**src/rtl/mux32to1_pkg.sv**
```systemverilog
// Shared constants for the registered 32:1 word multiplexer.
package mux32to1_pkg;

    localparam int NUM_INPUTS    = 32;
    localparam int SEL_W         = 5;
    localparam int WIDTH_DEFAULT = 32;

    // The select splits into a lane index for the 8:1 banks and a bank index.
    localparam int LANE_SEL_W = 3;
    localparam int BANK_SEL_W = SEL_W - LANE_SEL_W;
    localparam int NUM_BANKS  = NUM_INPUTS >> LANE_SEL_W;

endpackage

```
**src/rtl/mux_8to1.sv**
```systemverilog
// Combinational 8:1 word multiplexer; one bank of the 32:1 selector.
module mux_8to1
    import mux32to1_pkg::*;
#(
    parameter int WIDTH = WIDTH_DEFAULT
) (
    input  logic [WIDTH-1:0]      d0,
    input  logic [WIDTH-1:0]      d1,
    input  logic [WIDTH-1:0]      d2,
    input  logic [WIDTH-1:0]      d3,
    input  logic [WIDTH-1:0]      d4,
    input  logic [WIDTH-1:0]      d5,
    input  logic [WIDTH-1:0]      d6,
    input  logic [WIDTH-1:0]      d7,
    input  logic [LANE_SEL_W-1:0] sel,
    output logic [WIDTH-1:0]      y
);

    always_comb begin
        y = d0;
        case (sel)
            3'd0:    y = d0;
            3'd1:    y = d1;
            3'd2:    y = d2;
            3'd3:    y = d3;
            3'd4:    y = d4;
            3'd5:    y = d5;
            3'd6:    y = d6;
            default: y = d7;
        endcase
    end

endmodule

```
**src/rtl/mux_32_to_1.sv**
```systemverilog
// Registered 32:1 word multiplexer built from four 8:1 banks and a 4:1 stage.
// Define MUX32TO1_LOAD_EN to add the load_en output update enable.
module mux_32_to_1
    import mux32to1_pkg::*;
#(
    parameter int WIDTH = WIDTH_DEFAULT
) (
    input  logic             clk,
    input  logic             rst_n,
    input  logic [WIDTH-1:0] reg0,
    input  logic [WIDTH-1:0] reg1,
    input  logic [WIDTH-1:0] reg2,
    input  logic [WIDTH-1:0] reg3,
    input  logic [WIDTH-1:0] reg4,
    input  logic [WIDTH-1:0] reg5,
    input  logic [WIDTH-1:0] reg6,
    input  logic [WIDTH-1:0] reg7,
    input  logic [WIDTH-1:0] reg8,
    input  logic [WIDTH-1:0] reg9,
    input  logic [WIDTH-1:0] reg10,
    input  logic [WIDTH-1:0] reg11,
    input  logic [WIDTH-1:0] reg12,
    input  logic [WIDTH-1:0] reg13,
    input  logic [WIDTH-1:0] reg14,
    input  logic [WIDTH-1:0] reg15,
    input  logic [WIDTH-1:0] reg16,
    input  logic [WIDTH-1:0] reg17,
    input  logic [WIDTH-1:0] reg18,
    input  logic [WIDTH-1:0] reg19,
    input  logic [WIDTH-1:0] reg20,
    input  logic [WIDTH-1:0] reg21,
    input  logic [WIDTH-1:0] reg22,
    input  logic [WIDTH-1:0] reg23,
    input  logic [WIDTH-1:0] reg24,
    input  logic [WIDTH-1:0] reg25,
    input  logic [WIDTH-1:0] reg26,
    input  logic [WIDTH-1:0] reg27,
    input  logic [WIDTH-1:0] reg28,
    input  logic [WIDTH-1:0] reg29,
    input  logic [WIDTH-1:0] reg30,
    input  logic [WIDTH-1:0] reg31,
    input  logic [4:0]       select,
`ifdef MUX32TO1_LOAD_EN
    input  logic             load_en,
`endif
    output logic [WIDTH-1:0] regout
);

    logic [WIDTH-1:0] regs      [NUM_INPUTS];
    logic [WIDTH-1:0] bank_word [NUM_BANKS];
    logic [WIDTH-1:0] sel_word_p0;

    assign regs[0]  = reg0;
    assign regs[1]  = reg1;
    assign regs[2]  = reg2;
    assign regs[3]  = reg3;
    assign regs[4]  = reg4;
    assign regs[5]  = reg5;
    assign regs[6]  = reg6;
    assign regs[7]  = reg7;
    assign regs[8]  = reg8;
    assign regs[9]  = reg9;
    assign regs[10] = reg10;
    assign regs[11] = reg11;
    assign regs[12] = reg12;
    assign regs[13] = reg13;
    assign regs[14] = reg14;
    assign regs[15] = reg15;
    assign regs[16] = reg16;
    assign regs[17] = reg17;
    assign regs[18] = reg18;
    assign regs[19] = reg19;
    assign regs[20] = reg20;
    assign regs[21] = reg21;
    assign regs[22] = reg22;
    assign regs[23] = reg23;
    assign regs[24] = reg24;
    assign regs[25] = reg25;
    assign regs[26] = reg26;
    assign regs[27] = reg27;
    assign regs[28] = reg28;
    assign regs[29] = reg29;
    assign regs[30] = reg30;
    assign regs[31] = reg31;

    // Stage p0: lane select inside each bank, then bank select
    for (genvar g = 0; g < NUM_BANKS; g++) begin : g_bank
        mux_8to1 #(.WIDTH(WIDTH)) u_mux_8to1 (
            .d0  (regs[8*g+0]),
            .d1  (regs[8*g+1]),
            .d2  (regs[8*g+2]),
            .d3  (regs[8*g+3]),
            .d4  (regs[8*g+4]),
            .d5  (regs[8*g+5]),
            .d6  (regs[8*g+6]),
            .d7  (regs[8*g+7]),
            .sel (select[LANE_SEL_W-1:0]),
            .y   (bank_word[g])
        );
    end

    always_comb begin
        sel_word_p0 = bank_word[0];
        case (select[SEL_W-1:LANE_SEL_W])
            2'd0:    sel_word_p0 = bank_word[0];
            2'd1:    sel_word_p0 = bank_word[1];
            2'd2:    sel_word_p0 = bank_word[2];
            default: sel_word_p0 = bank_word[3];
        endcase
    end

    // Stage p1: output register, cleared asynchronously
    always_ff @(posedge clk or negedge rst_n) begin
        if (!rst_n) begin
            regout <= '0;
`ifdef MUX32TO1_LOAD_EN
        end else if (load_en) begin
`else
        end else begin
`endif
            regout <= sel_word_p0;
        end
    end

endmodule

```
**config.mk**
```make
export PLATFORM = sky130hd
export DESIGN_NAME = mux_32_to_1
export DESIGN_NICKNAME = d
export VERILOG_FILES = /design/src/rtl/mux32to1_pkg.sv /design/src/rtl/mux_8to1.sv /design/src/rtl/mux_32_to_1.sv
export SDC_FILE = /design/constraint.sdc
export NUM_CORES = 1
export LEC_CHECK = 0
export BUFFER_PORTS_ARGS = -buffer_cell sky130_fd_sc_hd__buf_2
export CAP_MARGIN = 0
export CELL_PAD_IN_SITES_DETAIL_PLACEMENT = 0
export CELL_PAD_IN_SITES_GLOBAL_PLACEMENT = 2
export CORE_AREA = 2 2 413 415
export DETAILED_ROUTE_END_ITERATION = 6
export DIE_AREA = 0 0 415 417
export GPL_TIMING_DRIVEN = 0
export PLACE_DENSITY_LB_ADDON = 0.08
export SYNTH_ARGS = -nofsm -noshare
export SYNTH_HDL_FRONTEND = slang
export SYNTH_SLANG_ARGS = --single-unit
export TNS_END_PERCENT = 5
```
**constraint.sdc**
```tcl
create_clock -name clk -period 0.8 [get_ports clk]
set_input_delay 0.16 -clock clk [delete_from_list [all_inputs] [get_ports clk]]
set_output_delay 0.16 -clock clk [all_outputs]
set_load 0.01 [all_outputs]
```
Word level (Yosys, flattened, before mapping)
Index checks and enable logic that the tools add are counted.
{"block": "op_classes", "n_addsub": 0, "multipliers": 0, "div_mod_pow": 0, "order_cmp": 0, "n_eq_ne": 8, "shift": 0, "muxes": 5, "bitwise_logic": 0, "n_reduce_logical": 2}
{"op": "32-bit one-hot mux with 7 select lines", "n": 4}
{"op": "32-bit one-hot mux with 3 select lines", "n": 1}
{"op": "3-bit == test (second input constant)", "n": 3}
{"op": "3-bit by 2-bit == test with 1-bit output (second input constant)", "n": 2}
{"op": "3-bit by 1-bit == test with 1-bit output (second input constant)", "n": 1}
{"op": "3-bit zero test", "n": 1}
{"op": "2-bit by 1-bit == test with 1-bit output (second input constant)", "n": 1}
{"op": "2-bit == test (second input constant)", "n": 1}
{"op": "2-bit zero test", "n": 1}
{"block": "totals", "ff_bits": 32, "latchBits": 0, "ram_bits": 0, "mem_bits_ro": 0, "input_bits": 1031, "out_inout_bits": 32, "elab_cells": 16, "memories": 0}

Depth between registers and ports, before layout
Gate-level depths: netlist of run 1.
{"block": "logic_depth", "word_depth": 3, "depth_mapped": 9, "ltp_nobuf": 5}

By module
Synthesis of run 1 repeated with hierarchy kept, for this count alone.
{"block": "unflattened", "hier_cells": 1247, "area_unflattened_um2": 9362.7}
{"module": "mux_8to1", "n_inst": 4, "cells_per_inst": 294, "area_per_inst_um2": 1936.9, "seq_area_each_um2": 0.0}
{"module": "mux_32_to_1", "n_inst": 1, "cells_per_inst": 71, "area_per_inst_um2": 1615.3, "seq_area_each_um2": 800.8}

Least setup slack after synthesis of run 1
Ideal clock, no wire load.
{"block": "synth_timing", "path_kind": "input to register", "start": "in select[0]", "end": "reg regout[29]", "setup_time_ns": 0.136, "arrival_ns": 1.385, "required_ns": 0.664, "slack_ns": -0.721, "cell_stages": 5, "path_buffers": 0, "cell_sequence": "mux4_1 and2_4 a2111oi_4 o221a_1 a21oi_1"}
{"block": "synth_between", "elab_chain_len": 3, "word_cells_on_any_way": 12, "cone_classes": "eq/ne: 6; mux: 5; reduce/logical: 1"}
{"item": "start, declared", "line_no": "mux_32_to_1.sv:42", "rtl": "input logic [4:0] select,"}
{"item": "3-bit == test, or another cell as far along", "line_no": "mux_8to1.sv:21", "rtl": "case (sel)"}
{"item": "32-bit one-hot mux with 7 select lines", "line_no": "mux_8to1.sv:21"}
{"item": "32-bit one-hot mux with 3 select lines *", "line_no": "mux_32_to_1.sv:104", "rtl": "case (select[SEL_W-1:LANE_SEL_W])"}
{"item": "via sel_word_p0[29]", "line_no": "mux_32_to_1.sv:51", "rtl": "logic [WIDTH-1:0] sel_word_p0;"}
{"item": "end signal, assigned", "line_no": "mux_32_to_1.sv:121", "rtl": "regout <= sel_word_p0;"}
{"item": "end, declared", "line_no": "mux_32_to_1.sv:46", "rtl": "output logic [WIDTH-1:0] regout"}
Mark *: on every way through the listed nets, which the timed path passes. The rest lies on a longest branch.

Worst setup path after layout of run 1
{"block": "layout_timing", "start": "in select[1]", "end": "reg regout[19]"}
The elaborated chain is that of the path after synthesis.

==> metrics.txt, run 1 <==
status=complete, but fails checks; failing checks=hold timing, setup timing; post-route antenna net violation count=0; Setup CP Type=input port to register; Leak Pwr=8.97 nW; most frequent cells in the layout=1046 x buf_2, 119 x mux2i_1, 105 x o221ai_1, 105 x nand2_1, 87 x a21oi_1; layout cell share with drive strength beyond 1=0.636; max reg flops=32; core area=169000 µm²; worst path arrival time=2.22 ns; Biggest register=regout; WP data required=0.97 ns; ys async rst share=1.00; Sink Count=32; largest net degree at the start of global routing=33; Critical Path, Cell by Cell=buf_8 -> buf_8 -> buf_12 -> inv_2 -> clkbuf_8 -> buf_16 -> a211oi_1 -> o221ai_1 -> a41oi_1; Tmin final=2.05 ns; biggest regs=regout x32; global-route wire length before repair=252000 µm; Post-synth EDFFs=0; crit path from=select[1]; placed cell area=roughly 18000 µm²; DP Wirelength=around 180000 µm; initial antenna violation count=around 140; Worst Setup Slack, final=-1.25 ns; Die W=415 µm; predominant post-synthesis flop cell=dfrtp_1; GR Layer Usage met3=0.0365; critical path startpoint category=input port; RSZ-0062 raised after global routing=true; count of input and output buffers=1061; mapped cell area=9800 µm²; die height=417 µm; synthesized instance count=1268; vias per inst=3.88; period utilization=2.57; Synthesis Warnings=0; slowest cell delay on critical path=0.48 ns; CTS H-tree depth=2; Initial DRC Count=1303; Critical Path Most Common Cell=buf_8; number of library cell types mapped by synthesis=between 70 and 80; FMAX=a little under 0.5 GHz; GRT Residual Overflow=0; Worst Hold Margin=-0.0955 ns; final design utilization=0.125; area delta synth->final=115%; Vias=around 18000; Max FO, Critical Path=10; Post-route DRC=0; Max Slew Vio Count=0; fillers=19746; Rel. slew slack=0.296; pre-CTS setup slack=-3.81 ns; Final Hold Vio Count=22; most common cell after layout, fill and taps aside=buf_2; Worst-path clk slew=0.08 ns; Core Rows=151; CTS Buf Count=5; multi-input logic area=between 8000 and 9000 µm²; flops & latches, synth=32; die area=173000 µm²; Initial Utilization=0.0582; worst min path class=input port to asynchronous set/reset pin; final setup fails=64; Power Total=about 19 mW; met2 Use GR=0.438; post-route cell area=21100 µm²; crit end category=register; Clock Tree Root=clkbuf_16; Final Wtd Congestion=0.795; clk buf depth=2; Syn Area/Cell=7.73 µm²; pwr dens=approximately 900 nW/µm²; DR WL/cell=between 40 and 50 µm; I/O pin count=around 1100; CTS tree=yes; busiest grt layer=met2; register area=~800 µm²; max cap viols=0; total wire length=211000 µm; Slew @ Worst Pin=1.05 ns; met1 GRT Util=0.289; Syn Nets=2299; GRT Overall Usage=0.234; vias in the first global route=18705; Slowest cell on crit path=o221ai_1; Max VDD drop=0.000721 V; final net count=3434; Seq/Total Area, Yosys=0.0817; Initial DRT Pass Iterations=5
[how the worst max path moves through the flow]
stage	end	slack, ns	depth (start not counted)
after floorplan	regout[7]$_DFF_PN0_	-0.69	6
after global placement	regout[14]$_DFF_PN0_	-4.00	7
after detailed placement	regout[9]$_DFF_PN0_	-3.81	6
after CTS	regout[9]$_DFF_PN0_	-1.30	8
after global routing	regout[9]$_DFF_PN0_	-1.20	8
final	regout[19]$_DFF_PN0_	-1.25	9
[synth_stat cells (18+ instances only)]
master / count / area share
a211oi_1: 34 / 0.026
a21oi_1: 97 / 0.050
a221oi_1: 36 / 0.032
a22oi_1: 49 / 0.038
a31oi_1: 23 / 0.015
a41oi_1: 18 / 0.016
buf_2: 60 / 0.031
buf_4: 40 / 0.031
buf_6: 27 / 0.031
clkbuf_1: 30 / 0.011
dfrtp_1: 32 / 0.082
mux2_2: 50 / 0.057
mux2i_1: 142 / 0.15
nand2_1: 107 / 0.041
nor2_1: 79 / 0.030
nor2b_1: 24 / 0.015
o211ai_1: 19 / 0.015
o21ai_0: 75 / 0.038
o221ai_1: 141 / 0.13
o22ai_1: 27 / 0.017
[critical path, delay by kind of cell]
kind	cells	cell delay, ns
compound gates	3	0.82
buf+inv	6	1.18
[per-layer routing]
metal | share of wire | up-vias
met2 | 0.52 | 999
met3 | 0.048 | 262
met4 | 0.018 | 54
li1 | - | 7488
met5 | 0.0014 | -
met1 | 0.42 | 9252
[per-stage QoR]
step           setup TNS [ns]  std cells  hold slack [ns]
4_1_cts                -44.12       4604          -0.0604
3_3_place_gp          -121.83       4547            0.502
3_5_place_dp           -88.74       4553            0.330
2_1_floorplan          -19.66       1268           -0.136
5_1_grt                -43.02       4624          -0.0872
6_report               -41.23       4649          -0.0955
[cell type report]
cell class	instances	share of cell area
clock inverters	2	0.00166
well taps	2218	0.132
diodes	27	0.00321
clock buffers	6	0.00612
inverters	3	0.000891
flip-flops and latches	32	0.0380
plain buffers	165	0.106
repair buffers	1129	0.292
multi-input cells	1067	0.420
[repair_timing]
item / in CTS / in global routing
gates resized for setup: 423 / 115
pin swaps: 22 / 29
endpoints found under the setup margin: 64 / 64
gates cloned: 1 / 1
buffers inserted: 43 / 17
hold endpoints to repair: 32 / 23
[cell families after synthesis]
family / after synthesis / synth area share
AO/OA/AOI/OAI: 589 / 0.440
buffers and inverters: 169 / 0.116
AND/OR/NAND/NOR: 271 / 0.127
multiplexers: 207 / 0.236
flip-flops: 32 / 0.0817
[power by group]
group | internal [mW] | leakage [nW] | switching (mW)
logic | 5.53 | 8.51 | 8.77
registers | 1.84 | 0.385 | 0.0934
clock network | 1.48 | 0.0810 | 1.28
(Power assumes the default switching activity.)
==> run 2: changes to the inputs <==
--- a/config.mk
+++ b/config.mk
@@ -12,6 +12,7 @@
 export CORE_AREA = 2 2 413 415
 export DETAILED_ROUTE_END_ITERATION = 6
 export DIE_AREA = 0 0 415 417
+export GPL_ROUTABILITY_DRIVEN = 1
 export GPL_TIMING_DRIVEN = 0
 export PLACE_DENSITY_LB_ADDON = 0.08
 export SYNTH_ARGS = -nofsm -noshare
==> constraint.sdc (replaced) <==
create_clock -name clk -period 2.33 [get_ports clk]
set_input_delay 0.466 -clock clk [delete_from_list [all_inputs] [get_ports clk]]
set_output_delay 0.466 -clock clk [all_outputs]
set_load 0.01 [all_outputs]
==> metrics.txt, run 2 (synthesized netlist as in run 1, its figures left out) <==
status=complete, but fails checks; failing checks=setup timing; CTS H-tree depth=2 (unchanged); Core Rows=151 (unchanged); Clock Power Share=0.159 (+0.013); max reg flops=32 (unchanged); max cap viols=0 (unchanged); pwr dens=315 nW/µm² (-65%); Setup CP Type=input port to register; clk buf depth=2 (unchanged); die area=173000 µm² (unchanged); Slew @ Worst Pin=0.970 ns (-0.0816 ns); period utilization=1.04; CTS tree=yes; DR WL/cell=45.3 µm (-0.23%); die height=417 µm (unchanged); final setup fails=4 (-94%); vias per inst=3.84 (-1.1%); Max VDD drop=0.000262 V (-64%); switching share of power=0.548 (+0.0144); area delta synth->final=103%; Clock Tree Root=clkbuf_16; sequential share of power=0.104 (+0.002); total wire length=208000 µm (-1.3%); Sink Count=32 (unchanged); critical path startpoint category=input port; count of input and output buffers=1061 (unchanged); largest net degree at the start of global routing=33 (unchanged); Initial DRC Count=1431 (+9.8%); initial antenna violation count=151 (+10%); Max FO, Critical Path=10 (unchanged); core area=169000 µm² (unchanged); Tmin final=2.42 ns; Final Wtd Congestion=0.806 (+1.4%); Worst-path clk slew=0.10 ns (+0.02 ns); global-route wire length before repair=249000 µm (-1.1%); Psw=3.44 mW (-66%); RSZ-0062 raised after global routing=true; worst path arrival time=2.63 ns (+0.41 ns); Initial DRT Pass Iterations=5 (unchanged); Initial Utilization=0.0582 (unchanged); FMAX=about 0.41 GHz; placed cell count=4548 (-0.11%); Max Slew Vio Count=0 (unchanged); Vias=17666 (-2.2%); Die W=415 µm (unchanged); most common cell after layout, fill and taps aside=buf_2; Post-route DRC=0 (unchanged); post-route insts no fill=4600 (-1.1%); Biggest register=regout; Rel. slew slack=0.353 (+0.0575); I/O pin count=1063 (unchanged); Worst Hold Margin=0.190 ns (+0.285 ns); final net count=3386 (-1.4%); Logic pwr share=0.737 (-0.016); layout cell share with drive strength beyond 1=0.609 (-0.0265); Leak Pwr=8.56 nW (-4.6%); post-route antenna net violation count=0 (unchanged); WP data required=2.55 ns (+1.58 ns); worst min path class=input port to asynchronous set/reset pin; most frequent cells in the layout=1066 x buf_2, 131 x mux2i_1, 117 x o221ai_1, 107 x nand2_1, 92 x a21oi_1; Final Hold Vio Count=0 (-100%); CTS Buf Count=5 (unchanged); Worst Setup Slack, final=-0.0874 ns (+1.16 ns); final design utilization=0.118 (-0.00683); biggest regs=regout x32; P_int=2.84 mW (-68%); crit end category=register; vias in the first global route=18714 (+0.048%); GRT Overall Usage=0.232 (-0.00232); DP Wirelength=173000 µm (-1.4%); GRT Residual Overflow=0 (unchanged)
[run 2: repair_timing]
item	4_1_cts	5_1_grt
gates resized for setup	318	61
gates cloned	0	1
hold buffers	0	0
buffers inserted	11	8
pin swaps	20	18
setup endpoints to repair	32	20
[run 2: worst paths after layout]
kind / start / to / slack [ns] / cells after the start
worst max-delay path: select[0] / regout[24]$_DFF_PN0_ / -0.09 / 8
worst min-delay path: rst_n / regout[1]$_DFF_PN0_ / 0.19 / 1
max in group asynchronous: rst_n / regout[10]$_DFF_PN0_ / 1.52 / 1
min in group clk: reg31[18] / regout[18]$_DFF_PN0_ / 0.40 / 3
[run 2: power by group through the flow]
stage               logic, mW  registers, mW  clock network [mW]
CTS                      4.67          0.653                1.07
global placement         4.35          0.666                   0
detailed placement       4.35          0.663                   0
finish                   4.63          0.653               0.998
global route             4.83          0.661                1.06
floorplan                1.34          0.708                   0
[run 2: final cells by class]
cell class | instances | area, µm²
inverter | 3 | 21.3
multi-input combinational | 1067 | 8540
buffer | 164 | 2000
antenna | 26 | 65.1
timing repair buffer | 1082 | 5550
clock inverter | 3 | 42.5
sequential | 32 | 801
tap | 2218 | 2780
clock buffer | 5 | 125
fill | 19916 | 149000
[run 2: routing by layer]
layer  GRT usage  up-vias  part of all wire
li1            -     7402                 -
met1       0.276     8922              0.40
met2       0.444     1017              0.53
met3      0.0372      257             0.050
met4      0.0236       68             0.015
met5           0        -            0.0018
[run 2: worst max-delay path, cell delays in order]
cell	delay, ns
buf_2	0.16
buf_12	0.17
buf_16	0.16
nand2_4	0.25
nor2_4	0.15
a222oi_1	0.89
o211a_1	0.30
a31oi_1	0.05
[run 2: metrics by stage]
stage                     instance area (µm²)  setup TNS [ns]  power, mW  setup WS [ns]
after CTS                               19500          -0.674       6.39        -0.0864
final                                   19900          -0.198       6.28        -0.0874
after floorplan                          9800               0       2.05          0.503
after detailed placement                17900          -49.69       5.01          -2.17
after global placement                  17900          -53.83       5.01          -2.18
after global routing                    19900         -0.0229       6.56        -0.0161
